**src/rtl/ppcpu_clk_pkg.sv**
```systemverilog
// ppcpu_clk_pkg: shared constants and state encoding for the core clock divider
package ppcpu_clk_pkg;
  localparam logic [23:0] CLK_DIV_ADDR = 24'h001001;
  localparam int CLK_DIV_SPLIT_BIT = 15;
  localparam int DEF_CNT_W = 8;
  typedef enum logic [1:0] {OFF, RUN, SWITCH} state_t;
endpackage

```
**src/rtl/cw_clk_div.sv**
```systemverilog
// cw_clk_div: glitch-free core clock divider; ports i_clk/i_rst, u_wb_cyc/u_wb_o_dat/u_wb_ack_clk in, cw_clk/ic_split_clock/o_div_cur/o_cfg_pending out
module cw_clk_div
  import ppcpu_clk_pkg::*;
#(
  parameter int CNT_W = DEF_CNT_W
) (
  input  logic             i_clk,
  input  logic             i_rst,
  input  logic             u_wb_cyc,
  input  logic [15:0]      u_wb_o_dat,
  input  logic             u_wb_ack_clk,
  output logic             cw_clk,
  output logic             ic_split_clock,
  output logic [CNT_W-1:0] o_div_cur,
  output logic             o_cfg_pending
);
  state_t state;
  logic [CNT_W-1:0] cur_div, pend_div, cnt;
  logic cur_split, pend_split, pending, apply, unused_dat;
  assign unused_dat = ^u_wb_o_dat[14:CNT_W];
  // OFF already has cw_clk low, so it may apply directly without passing through SWITCH
  assign apply = pending && !u_wb_cyc && (state == SWITCH || state == OFF);
  assign ic_split_clock = cur_split;
  assign o_div_cur = cur_div;
  assign o_cfg_pending = pending;
  always_ff @(posedge i_clk) begin
    if (i_rst) begin
      state <= OFF;
      cur_div <= '0;
      pend_div <= '0;
      cnt <= '0;
      cur_split <= 1'b0;
      pend_split <= 1'b0;
      pending <= 1'b0;
      cw_clk <= 1'b0;
    end else begin
      if (u_wb_ack_clk) begin
        pend_div <= u_wb_o_dat[CNT_W-1:0];
        pend_split <= u_wb_o_dat[CLK_DIV_SPLIT_BIT];
      end
      // a write landing on the apply edge keeps the new values pending
      pending <= u_wb_ack_clk | (pending & ~apply);
      if (apply) begin
        cur_div <= pend_div;
        cur_split <= pend_split;
        cnt <= '0;
        cw_clk <= 1'b0;
        state <= pend_split ? RUN : OFF;
      end else if (state == RUN) begin
        if (cnt == cur_div) begin
          cnt <= '0;
          cw_clk <= ~cw_clk;
          // only a falling boundary may hand over to SWITCH
          if (cw_clk && pending) state <= SWITCH;
        end else begin
          cnt <= cnt + 1'b1;
        end
      end else begin
        cnt <= '0;
        cw_clk <= 1'b0;
        if (pending) state <= SWITCH;
      end
    end
  end
endmodule

```
**config.mk**
```make
export PLATFORM = sky130hd
export DESIGN_NAME = cw_clk_div
export DESIGN_NICKNAME = d
export VERILOG_FILES = /design/src/rtl/ppcpu_clk_pkg.sv /design/src/rtl/cw_clk_div.sv
export SDC_FILE = /design/constraint.sdc
export NUM_CORES = 1
export LEC_CHECK = 0
export ABC_AREA = 0
export ABC_CLOCK_PERIOD_IN_PS = 1700
export CAP_MARGIN = 10
export CORE_AREA = 3 3 56 58
export CTS_BUF_LIST = sky130_fd_sc_hd__clkbuf_8 sky130_fd_sc_hd__clkbuf_16
export DETAILED_ROUTE_END_ITERATION = 7
export DIE_AREA = 0 0 59 61
export GPL_TIMING_DRIVEN = 0
export HOLD_SLACK_MARGIN = 0.03
export PLACE_DENSITY_LB_ADDON = 0.25
export SKIP_CTS_REPAIR_TIMING = 1
export SLEW_MARGIN = 10
export SYNTH_ARGS = -nofsm -noshare
export SYNTH_HDL_FRONTEND = slang
export SYNTH_SLANG_ARGS = --single-unit
```
**constraint.sdc**
```tcl
create_clock -name i_clk -period 1.7 [get_ports i_clk]
set_input_delay 0.255 -clock i_clk [delete_from_list [all_inputs] [get_ports i_clk]]
set_output_delay 0.255 -clock i_clk [all_outputs]
set_load 0.05 [all_outputs]
```
==> impl_metrics.py, run 1 <==
metrics = {
    "run_status": {
        "status": "finished, final reports clean",
    },
    "global_route": {
        "grt_use_total_pct": 15.71,
        "grt_overflow": 0,
        "antenna_found_initial": 0,
        "grt_max_degree": 11,
        "grt_pass1_vias": 874,
        "grt_pass1_wl_mm": 4.036,
    },
    "logic_synthesis": {
        "synth_compound_area_share_pct": 4.881,
        "ys_async_sr_fraction_pct": 0,
        "synth_top_family_by_area": "simple AND/OR/NAND/NOR gates",
        "ys_warn_count": 0,
        "synth_mux_area_share_pct": 14.95,
        "synth_cell_types": 22,
        "synthAdderAreaFrac_pct": 1.038,
        "synth_nets": 141,
        "yosysSeqAreaShare_pct": 49.84,
        "ys_ff_latch": 30,
        "synthesis.area_sq_mm": 0.001205,
        "synth-edff-count": 0,
        "synth-xor-area-share_pct": 10.18,
        "synth-simple-area-share_pct": 16.41,
        "avgSynthCellArea_sq_um": 10.04,
        "ys.flop_type": "dfxtp_1",
        "netlist_instances": 120,
    },
    "job": {
        "drv_cap": 0,
    },
    "worst_hold_path": {
        "holdCritStartpoint": "u_wb_ack_clk",
        "hp-class": "primary input to flip-flop",
    },
    "power_and_ir_drop": {
        "power.static_leakage_nw": 0.7636,
        "p_clk_share_pct": 37.1,
        "switching_share_pct": 23.43,
        "p_comb_share_pct": 9.3,
        "irDropWorstVdd_v": 0.0006414,
        "power_frac_seq_pct": 53.6,
        "p_int_mw": 1.056,
        "p_sw_mw": 0.3232,
        "power.density_mw_per_mm2": 881.4,
    },
    "timing": {
        "layout_setup_ws_ns": 0.04791,
        "clock.fmax_ghz": 0.6053,
        "worst_clock_skew_ns": 0.002247,
        "rsz0062_at_grt": "no",
        "worst_pin_slew_ns": 0.5103,
        "min_period_ns": 1.652,
        "finalCritPeriodShare_pct": 97.18,
        "maxSlewHeadroom_pct": 65.92,
        "hold_violations": 0,
        "setup_viol_count_final": 0,
        "drv_slew": 0,
    },
    "clocking": {
        "clkTransAtPathRegs_ns": 0.06,
        "cts_sinks": 30,
        "ctsRootBufferMaster": "clkbuf_8",
        "clk_latency_ns": 0.28,
        "clock_path_buffers": 2,
        "numCtsBuffers": 5,
        "cts_tree": "built",
        "cts_max_level": 2,
    },
    "place": {
        "dp_hpwl_mm": 1.708,
        "post-place-ws_ns": 0.005064,
        "portBuffers": 22,
        "gp_congestion": 0.7995,
        "placed_area_sq_mm": 0.001464,
    },
    "drt": {
        "wirelength_mm": 2.338,
        "via_per_inst": 4.950,
        "drt_iter0_markers": 17,
        "drtAntennaViolNets": 0,
        "drc": 0,
        "firstDrtPassIters": 4,
        "vias": 891,
        "wl_per_cell_um": 12.99,
    },
    "floorplan": {
        "row_count": 19,
        "fp.dieH_um": 61,
        "initial_core_util_pct": 44.46,
        "die_w_um": 59,
        "core-area_sq_mm": 0.002710,
        "die-area_sq_mm": 0.003599,
        "io_pins": 31,
    },
    "cells_and_area": {
        "design_area_sq_mm": 0.001565,
        "syn2layout_area_growth_pct": 29.91,
        "layout-drive-gt1-share_pct": 7.383,
        "final_cell_mix": "30 x dfxtp_1, 27 x nor2_1, 18 x mux2i_1, 12 x clkdlybuf4s50_1, 10 x dlymetal6s2s_1",
        "n_antenna_cell": 0,
        "nets": 170,
        "layout_commonest_cell": "dfxtp_1",
    },
    "critical_path": {
        "critPathKind": "flip-flop to output port",
        "r2r_start": "cnt[1]",
        "startpoint": "ic_split_clock",
        "regToRegEndpoint": "state[1]",
        "arrival_ns": 1.40,
        "worst-path-buf-inv": 1,
        "r2r_cells": 4,
        "crit_family": "buffers and inverters",
        "worst-path-stages": 1,
        "cp.required_ns": 1.44,
        "r2r_setup_slack_ns": 0.28,
        "cp_slowest_cell": "clkdlybuf4s50_1",
        "crit_fanout": 2,
        "critPathMaxStageDelay_ns": 0.80,
        "path_cells": "clkdlybuf4s50_1",
        "crit_path_start_kind": "flip-flop",
        "cp-end-kind": "output port",
        "cp-endpoint": "ic_split_clock",
    },
}
-- layout make-up --
type	instances	area, sq um
repair buffers	22	245.2
fillers	249	1145
multi-input cells	82	571.8
clock inverters	2	7.507
well taps	31	38.79
plain buffers	4	17.52
flip-flops and latches	30	600.6
clock buffers	5	68.82
inverters	4	15.01
-- power by group through the flow --
stage | Sequential (mW) | Combinational (mW) | Clock, mW
6_report | 0.739 | 0.128 | 0.512
4_1_cts | 0.740 | 0.130 | 0.527
3_3_place_gp | 0.755 | 0.127 | 0
3_5_place_dp | 0.755 | 0.130 | 0
2_1_floorplan | 0.771 | 0.0610 | 0
5_1_grt | 0.742 | 0.140 | 0.568
-- per-stage QoR --
step / hold WS (ns) / std cells / util (%) / TNS [ns] / total power, mW
floorplan: 0.3260 / 120 / - / 0 / 0.8321
global placement: 0.4737 / 173 / 54.02 / 0 / 0.8814
detailed placement: 0.4830 / 173 / 54.02 / 0 / 0.8850
CTS: 0.3562 / 180 / 56.83 / -0.5751 / 1.398
global route: 0.4029 / 180 / 57.76 / 0 / 1.450
finish: 0.3602 / 180 / 57.76 / 0 / 1.380
-- cell usage after synthesis (all sizes together), types with 2 or more instances --
library cell | n | area (sq um)
nand3 | 5 | 25.02
xor2 | 5 | 43.79
and3 | 2 | 12.51
xnor2 | 9 | 78.83
o21ai | 5 | 28.77
clkbuf | 2 | 7.510
nor2 | 27 | 101.4
mux2i | 18 | 180.2
dfxtp | 30 | 600.6
inv | 4 | 15.01
nor3b | 2 | 15.01
nand4 | 2 | 25.02
buf | 2 | 10.01
-- cell families (layout without fill, tap and decap cells) --
family | Yosys count | after routing
muxes | 18 | 18
AOI/OAI and AO/OA | 9 | 9
DFF | 30 | 30
buffers and inverters | 8 | 37
adders and majority gates | 1 | 1
and+or+nand+nor | 40 | 40
xor gates and xnor gates | 14 | 14
-- metal layers --
metal	vias up	part of all wire (%)	global-route usage, %
li1	459	-	-
met1	403	44	17.53
met2	23	46	24.61
met3	6	7.6	7.021
met4	0	2.5	9.709
met5	-	0	0
-- registers in the layout (all words and copies together) (netlist names) --
name / count
pend_split: 1
state: 2
ic_split_clock: 1
cw_clk: 1
cnt: 8
pend_div: 8
o_div_cur: 8
o_cfg_pending: 1
-- worst min path at each step --
stage                          end  slack, ns  cells past startpoint
floorplan                 state[1]       0.33                      1
global placement       pend_div[3]       0.47                      2
detailed placement  ic_split_clock       0.48                      2
CTS                  o_cfg_pending       0.36                      3
global route         o_cfg_pending       0.40                      3
finish               o_cfg_pending       0.36                      3
Power figures use the tool's default switching activity.
==> run 2, diff against run 1 <==
--- a/config.mk
+++ b/config.mk
@@ -6,12 +6,12 @@
 export NUM_CORES = 1
 export LEC_CHECK = 0
 export ABC_AREA = 0
-export ABC_CLOCK_PERIOD_IN_PS = 1700
+export ABC_CLOCK_PERIOD_IN_PS = 1900
 export CAP_MARGIN = 10
-export CORE_AREA = 3 3 56 58
+export CORE_AREA = 3 3 53 55
 export CTS_BUF_LIST = sky130_fd_sc_hd__clkbuf_8 sky130_fd_sc_hd__clkbuf_16
 export DETAILED_ROUTE_END_ITERATION = 7
-export DIE_AREA = 0 0 59 61
+export DIE_AREA = 0 0 56 58
 export GPL_TIMING_DRIVEN = 0
 export HOLD_SLACK_MARGIN = 0.03
 export PLACE_DENSITY_LB_ADDON = 0.25
==> constraint.sdc (replaced) <==
create_clock -name i_clk -period 1.9 [get_ports i_clk]
set_input_delay 0.285 -clock i_clk [delete_from_list [all_inputs] [get_ports i_clk]]
set_output_delay 0.285 -clock i_clk [all_outputs]
set_load 0.05 [all_outputs]
==> run 2 against run 1 <==
Against the previous run:
- clock power down 12%
- hold slack better by 0.029 ns
- sequential share of layout area up 0.65 points
- setup slack better by 0.061 ns
- critical path depth unchanged
- largest power group unchanged
==> impl_metrics.py, run 2 (same netlist as run 1, synthesis figures left out) <==
metrics = {
    "global_route": {
        "grt_pass1_wl_mm": 4.098,
        "grt_pass1_vias": 968,
        "grt_use_total_pct": 16.73,
        "grt_max_degree": 11,
        "grt_overflow": 0,
        "antenna_found_initial": 0,
    },
    "floorplan": {
        "row_count": 18,
        "core-area_sq_mm": 0.002432,
        "die-area_sq_mm": 0.003248,
        "fp.dieH_um": 58,
        "io_pins": 31,
        "initial_core_util_pct": 49.54,
        "die_w_um": 56,
    },
    "critical_path": {
        "arrival_ns": 1.51,
        "cp.required_ns": 1.62,
        "worst-path-buf-inv": 1,
        "crit_path_start_kind": "flip-flop",
        "r2r_setup_slack_ns": 0.44,
        "cp-end-kind": "output port",
        "critPathMaxStageDelay_ns": 0.84,
        "critPathKind": "flip-flop to output port",
        "crit_fanout": 3,
        "startpoint": "o_div_cur[3]",
        "regToRegEndpoint": "state[1]",
        "path_cells": "clkdlybuf4s50_1",
        "r2r_cells": 4,
        "cp_slowest_cell": "clkdlybuf4s50_1",
        "r2r_start": "cnt[2]",
        "crit_family": "buffers and inverters",
    },
    "clocking": {
        "clkTransAtPathRegs_ns": 0.06,
        "clock_path_buffers": 2,
        "clk_latency_ns": 0.27,
        "ctsRootBufferMaster": "clkbuf_8",
        "cts_sinks": 30,
        "cts_max_level": 2,
        "cts_tree": "built",
        "numCtsBuffers": 5,
    },
    "drt": {
        "drtAntennaViolNets": 0,
        "vias": 912,
        "firstDrtPassIters": 4,
        "drc": 0,
        "via_per_inst": 5.095,
        "wirelength_mm": 2.273,
        "wl_per_cell_um": 12.70,
        "drt_iter0_markers": 34,
    },
    "place": {
        "placed_area_sq_mm": 0.001463,
        "gp_congestion": 0.8191,
        "post-place-cells": 172,
        "portBuffers": 22,
        "dp_hpwl_mm": 1.634,
    },
    "worst_hold_path": {
        "min_to": "o_cfg_pending",
        "min_path_cells": 3,
        "hp-class": "primary input to flip-flop",
        "holdCritStartpoint": "u_wb_ack_clk",
    },
    "power_and_ir_drop": {
        "irDropWorstVdd_v": 0.0005585,
        "power.static_leakage_nw": 0.5848,
        "power.density_mw_per_mm2": 799.7,
    },
    "cells_and_area": {
        "design_area_sq_mm": 0.001539,
        "layout_commonest_cell": "dfxtp_1",
        "nets": 170,
        "final_cell_mix": "30 x dfxtp_1, 27 x nor2_1, 22 x clkdlybuf4s50_1, 18 x mux2i_1, 9 x xnor2_1",
        "final_cells": 179,
        "layout-drive-gt1-share_pct": 7.383,
        "n_antenna_cell": 0,
        "fin_util_pct": 63.27,
        "fillers": 213,
        "syn2layout_area_growth_pct": 27.73,
    },
    "timing": {
        "maxSlewHeadroom_pct": 66.21,
        "rsz0062_at_grt": "no",
        "min_period_ns": 1.791,
        "finalCritPeriodShare_pct": 94.24,
        "drv_slew": 0,
        "setup_viol_count_final": 0,
        "worst_pin_slew_ns": 0.5052,
        "tns_ns": 0,
        "hold_violations": 0,
        "clock.fmax_ghz": 0.5585,
        "worst_clock_skew_ns": 0.002770,
    },
    "run_status": {
        "status": "finished, final reports clean",
    },
    "job": {
        "drv_cap": 0,
    },
}
-- run 2: worst max-delay path by stage --
stage / to / slack [ns] / cells after the start
6_report: o_div_cur[3] / 0.11 / 1
5_1_grt: o_div_cur[3] / 0.05 / 1
4_1_cts: o_div_cur[3] / 0.10 / 1
3_5_place_dp: o_div_cur[2] / 0.17 / 5
3_3_place_gp: o_div_cur[5] / 0.23 / 5
2_1_floorplan: state[1] / 0.26 / 4
-- run 2: metrics by stage --
| stage | hold slack [ns] | setup slack, ns | power, mW |
|---|---|---|---|
| after global routing | 0.4225 | 0.05011 | 1.288 |
| final | 0.3889 | 0.1094 | 1.231 |
| after detailed placement | 0.4880 | 0.1705 | 0.7917 |
| after CTS | 0.3922 | 0.1003 | 1.246 |
| after floorplan | 0.3560 | 0.2629 | 0.7445 |
| after global placement | 0.4732 | 0.2309 | 0.7882 |
-- run 2: metal layers --
layer / vias up / share of wire (%) / GRT usage (%)
met1: 417 / 43 / 17.46
met2: 24 / 48 / 28.21
met4: 0 / 3.3 / 12.20
met3: 10 / 6.1 / 5.568
li1: 461 / - / -
met5: - / 0 / 0
-- run 2: final cells by class --
type | count | area, sq um | share of cell area [%]
Buffer | 4 | 17.52 | 1.138
Clock buffer | 5 | 68.82 | 4.472
Clock inverter | 2 | 7.507 | 0.4878
Inverter | 4 | 15.01 | 0.9756
Multi-Input combinational cell | 82 | 571.8 | 37.15
Sequential cell | 30 | 600.6 | 39.02
Tap cell | 30 | 37.54 | 2.439
Timing Repair Buffer | 22 | 220.2 | 14.31
-- run 2: report_power, final --
group	total, mW	internal [mW]	switching [mW]
sequential	0.662	0.648	0.0135
clock	0.452	0.240	0.212
combinational	0.116	0.0570	0.0593
==> run 3, diff against run 2 <==
--- a/config.mk
+++ b/config.mk
@@ -12,11 +12,11 @@
 export CTS_BUF_LIST = sky130_fd_sc_hd__clkbuf_8 sky130_fd_sc_hd__clkbuf_16
 export DETAILED_ROUTE_END_ITERATION = 7
 export DIE_AREA = 0 0 56 58
-export GPL_TIMING_DRIVEN = 0
+export GPL_TIMING_DRIVEN = 1
 export HOLD_SLACK_MARGIN = 0.03
 export PLACE_DENSITY_LB_ADDON = 0.25
 export SKIP_CTS_REPAIR_TIMING = 1
-export SLEW_MARGIN = 10
+export SLEW_MARGIN = 25
 export SYNTH_ARGS = -nofsm -noshare
 export SYNTH_HDL_FRONTEND = slang
 export SYNTH_SLANG_ARGS = --single-unit
==> constraint.sdc (replaced) <==
create_clock -name i_clk -period 1.9 [get_ports i_clk]
set_input_delay 0.475 -clock i_clk [delete_from_list [all_inputs] [get_ports i_clk]]
set_output_delay 0.475 -clock i_clk [all_outputs]
set_load 0.05 [all_outputs]
==> run 3 against run 2 <==
Against the previous run:
- cell count rose by 0.56%
- utilization did not move
- sequential power barely moved
- clock skew rose by 0.0031 ns
- clock-buffer cell count did not move
- die area did not move
- combinational power barely moved
- critical path depth rose by 3
- sequential share of layout area did not move
- setup slack improved by 0.32 ns
- critical path type is now flip-flop to flip-flop
==> impl_metrics.py, run 3 (same netlist as run 1, synthesis figures left out) <==
metrics = {
    "run_status": {
        "status": "finished, final reports clean",
    },
    "clocking": {
        "cts_max_level": 2,
        "ctsRootBufferMaster": "clkbuf_8",
        "numCtsBuffers": 5,
        "clock_path_buffers": 2,
        "clkTransAtPathRegs_ns": 0.06,
        "cts_tree": "built",
        "clk_latency_ns": 0.27,
        "cts_sinks": 30,
    },
    "power_and_ir_drop": {
        "power.density_mw_per_mm2": 796.8,
        "power.static_leakage_nw": 0.6215,
        "p_sw_mw": 0.2775,
        "p_comb_share_pct": 9.7,
        "power_frac_seq_pct": 54.0,
        "p_clk_share_pct": 36.2,
        "p_int_mw": 0.9487,
        "switching_share_pct": 22.63,
        "irDropWorstVdd_v": 0.0007912,
    },
    "cells_and_area": {
        "nets": 171,
        "final_cell_mix": "30 x dfxtp_1, 27 x nor2_1, 18 x mux2i_1, 15 x buf_4, 12 x clkdlybuf4s50_1",
        "design_area_sq_mm": 0.001539,
        "n_antenna_cell": 0,
        "layout-drive-gt1-share_pct": 16.67,
        "layout_commonest_cell": "dfxtp_1",
        "fillers": 211,
        "register_area_sq_um": 600.6,
        "syn2layout_area_growth_pct": 27.73,
        "multi_input_area_sq_um": 576.8,
        "final_cells": 180,
    },
    "timing": {
        "rsz0062_at_grt": "no",
        "clock.fmax_ghz": 0.6818,
        "tns_ns": 0,
        "drv_slew": 0,
        "finalCritPeriodShare_pct": 77.20,
        "holdWs_ns": 0.4953,
        "worst_clock_skew_ns": 0.005884,
        "hold_violations": 0,
        "min_period_ns": 1.467,
        "worst_pin_slew_ns": 0.3834,
        "maxSlewHeadroom_pct": 74.43,
        "setup_viol_count_final": 0,
    },
    "floorplan": {
        "io_pins": 31,
        "fp.dieH_um": 58,
        "initial_core_util_pct": 49.54,
        "die-area_sq_mm": 0.003248,
        "core-area_sq_mm": 0.002432,
        "row_count": 18,
        "die_w_um": 56,
    },
    "drt": {
        "drt_iter0_markers": 23,
        "wl_per_cell_um": 12.84,
        "drc": 0,
        "via_per_inst": 5.039,
        "drtAntennaViolNets": 0,
        "wirelength_mm": 2.311,
        "firstDrtPassIters": 4,
        "vias": 907,
    },
    "critical_path": {
        "cp-end-kind": "flip-flop",
        "r2r_cells": 4,
        "crit_fanout": 5,
        "crit_path_start_kind": "flip-flop",
        "arrival_ns": 1.65,
        "critPathKind": "flip-flop to flip-flop",
        "cp.required_ns": 2.08,
    },
    "job": {
        "drv_cap": 0,
    },
    "global_route": {
        "antenna_found_initial": 0,
        "grt_overflow": 0,
        "grt_use_total_pct": 16.41,
        "grt_max_degree": 22,
        "grt_pass1_wl_mm": 3.912,
        "grt_pass1_vias": 929,
    },
    "worst_hold_path": {
        "min_path_cells": 2,
        "hp-class": "flip-flop to flip-flop",
    },
    "place": {
        "post-place-cells": 173,
        "dp_hpwl_mm": 1.672,
        "placed_area_sq_mm": 0.001463,
        "portBuffers": 23,
        "gp_congestion": 0.8281,
    },
}
run 3: power by group through the flow:
stage                     Combinational [mW]  Sequential (mW)  Clock, mW
after detailed placement               0.120            0.676          0
after global routing                   0.130            0.665      0.495
final                                  0.119            0.663      0.444
after CTS                              0.121            0.662      0.469
after floorplan                       0.0545            0.690          0
after global placement                 0.117            0.675          0
run 3: per-stage QoR:
stage               power (mW)  worst slack [ns]  utilization, %
CTS                      1.252            0.4315           63.27
global placement        0.7917            0.1954           60.13
global route             1.289            0.2925           63.27
floorplan               0.7445            0.2629               -
finish                   1.226            0.4332           63.27
detailed placement      0.7964            0.1439           60.13
run 3: path summary, 6_finish.rpt:
kind	start	endpoint	slack [ns]
min	pend_div[7]	o_div_cur[7]	0.50
min reg2reg	pend_div[7]	o_div_cur[7]	0.50
max	cnt[1]	state[1]	0.43
max reg2reg	cnt[1]	state[1]	0.43
run 3: layout make-up:
type	count	share of cell area, %
flip-flops and latches	30	39.02
repair buffers	27	15.12
inverters	4	0.9756
clock buffers	5	4.472
well taps	30	2.439
multi-input cells	82	37.48
clock inverters	2	0.4878
run 3: routing by layer:
layer  global-route usage [%]  vias to the layer above  share of wire [%]
met1                    16.36                      418                 44
met2                    26.38                       21                 46
li1                         -                      463                  -
met4                    12.20                        0                2.6
met3                    8.241                        5                6.8
met5                        0                        -                  0
run 3: worst max-delay path, cell delays in order, from the launching register on:
cell and delay (ns):
dfxtp_1 0.41, xnor2_1 0.16, nand4_2 0.16, o311a_1 0.38, nor4_2 0.26
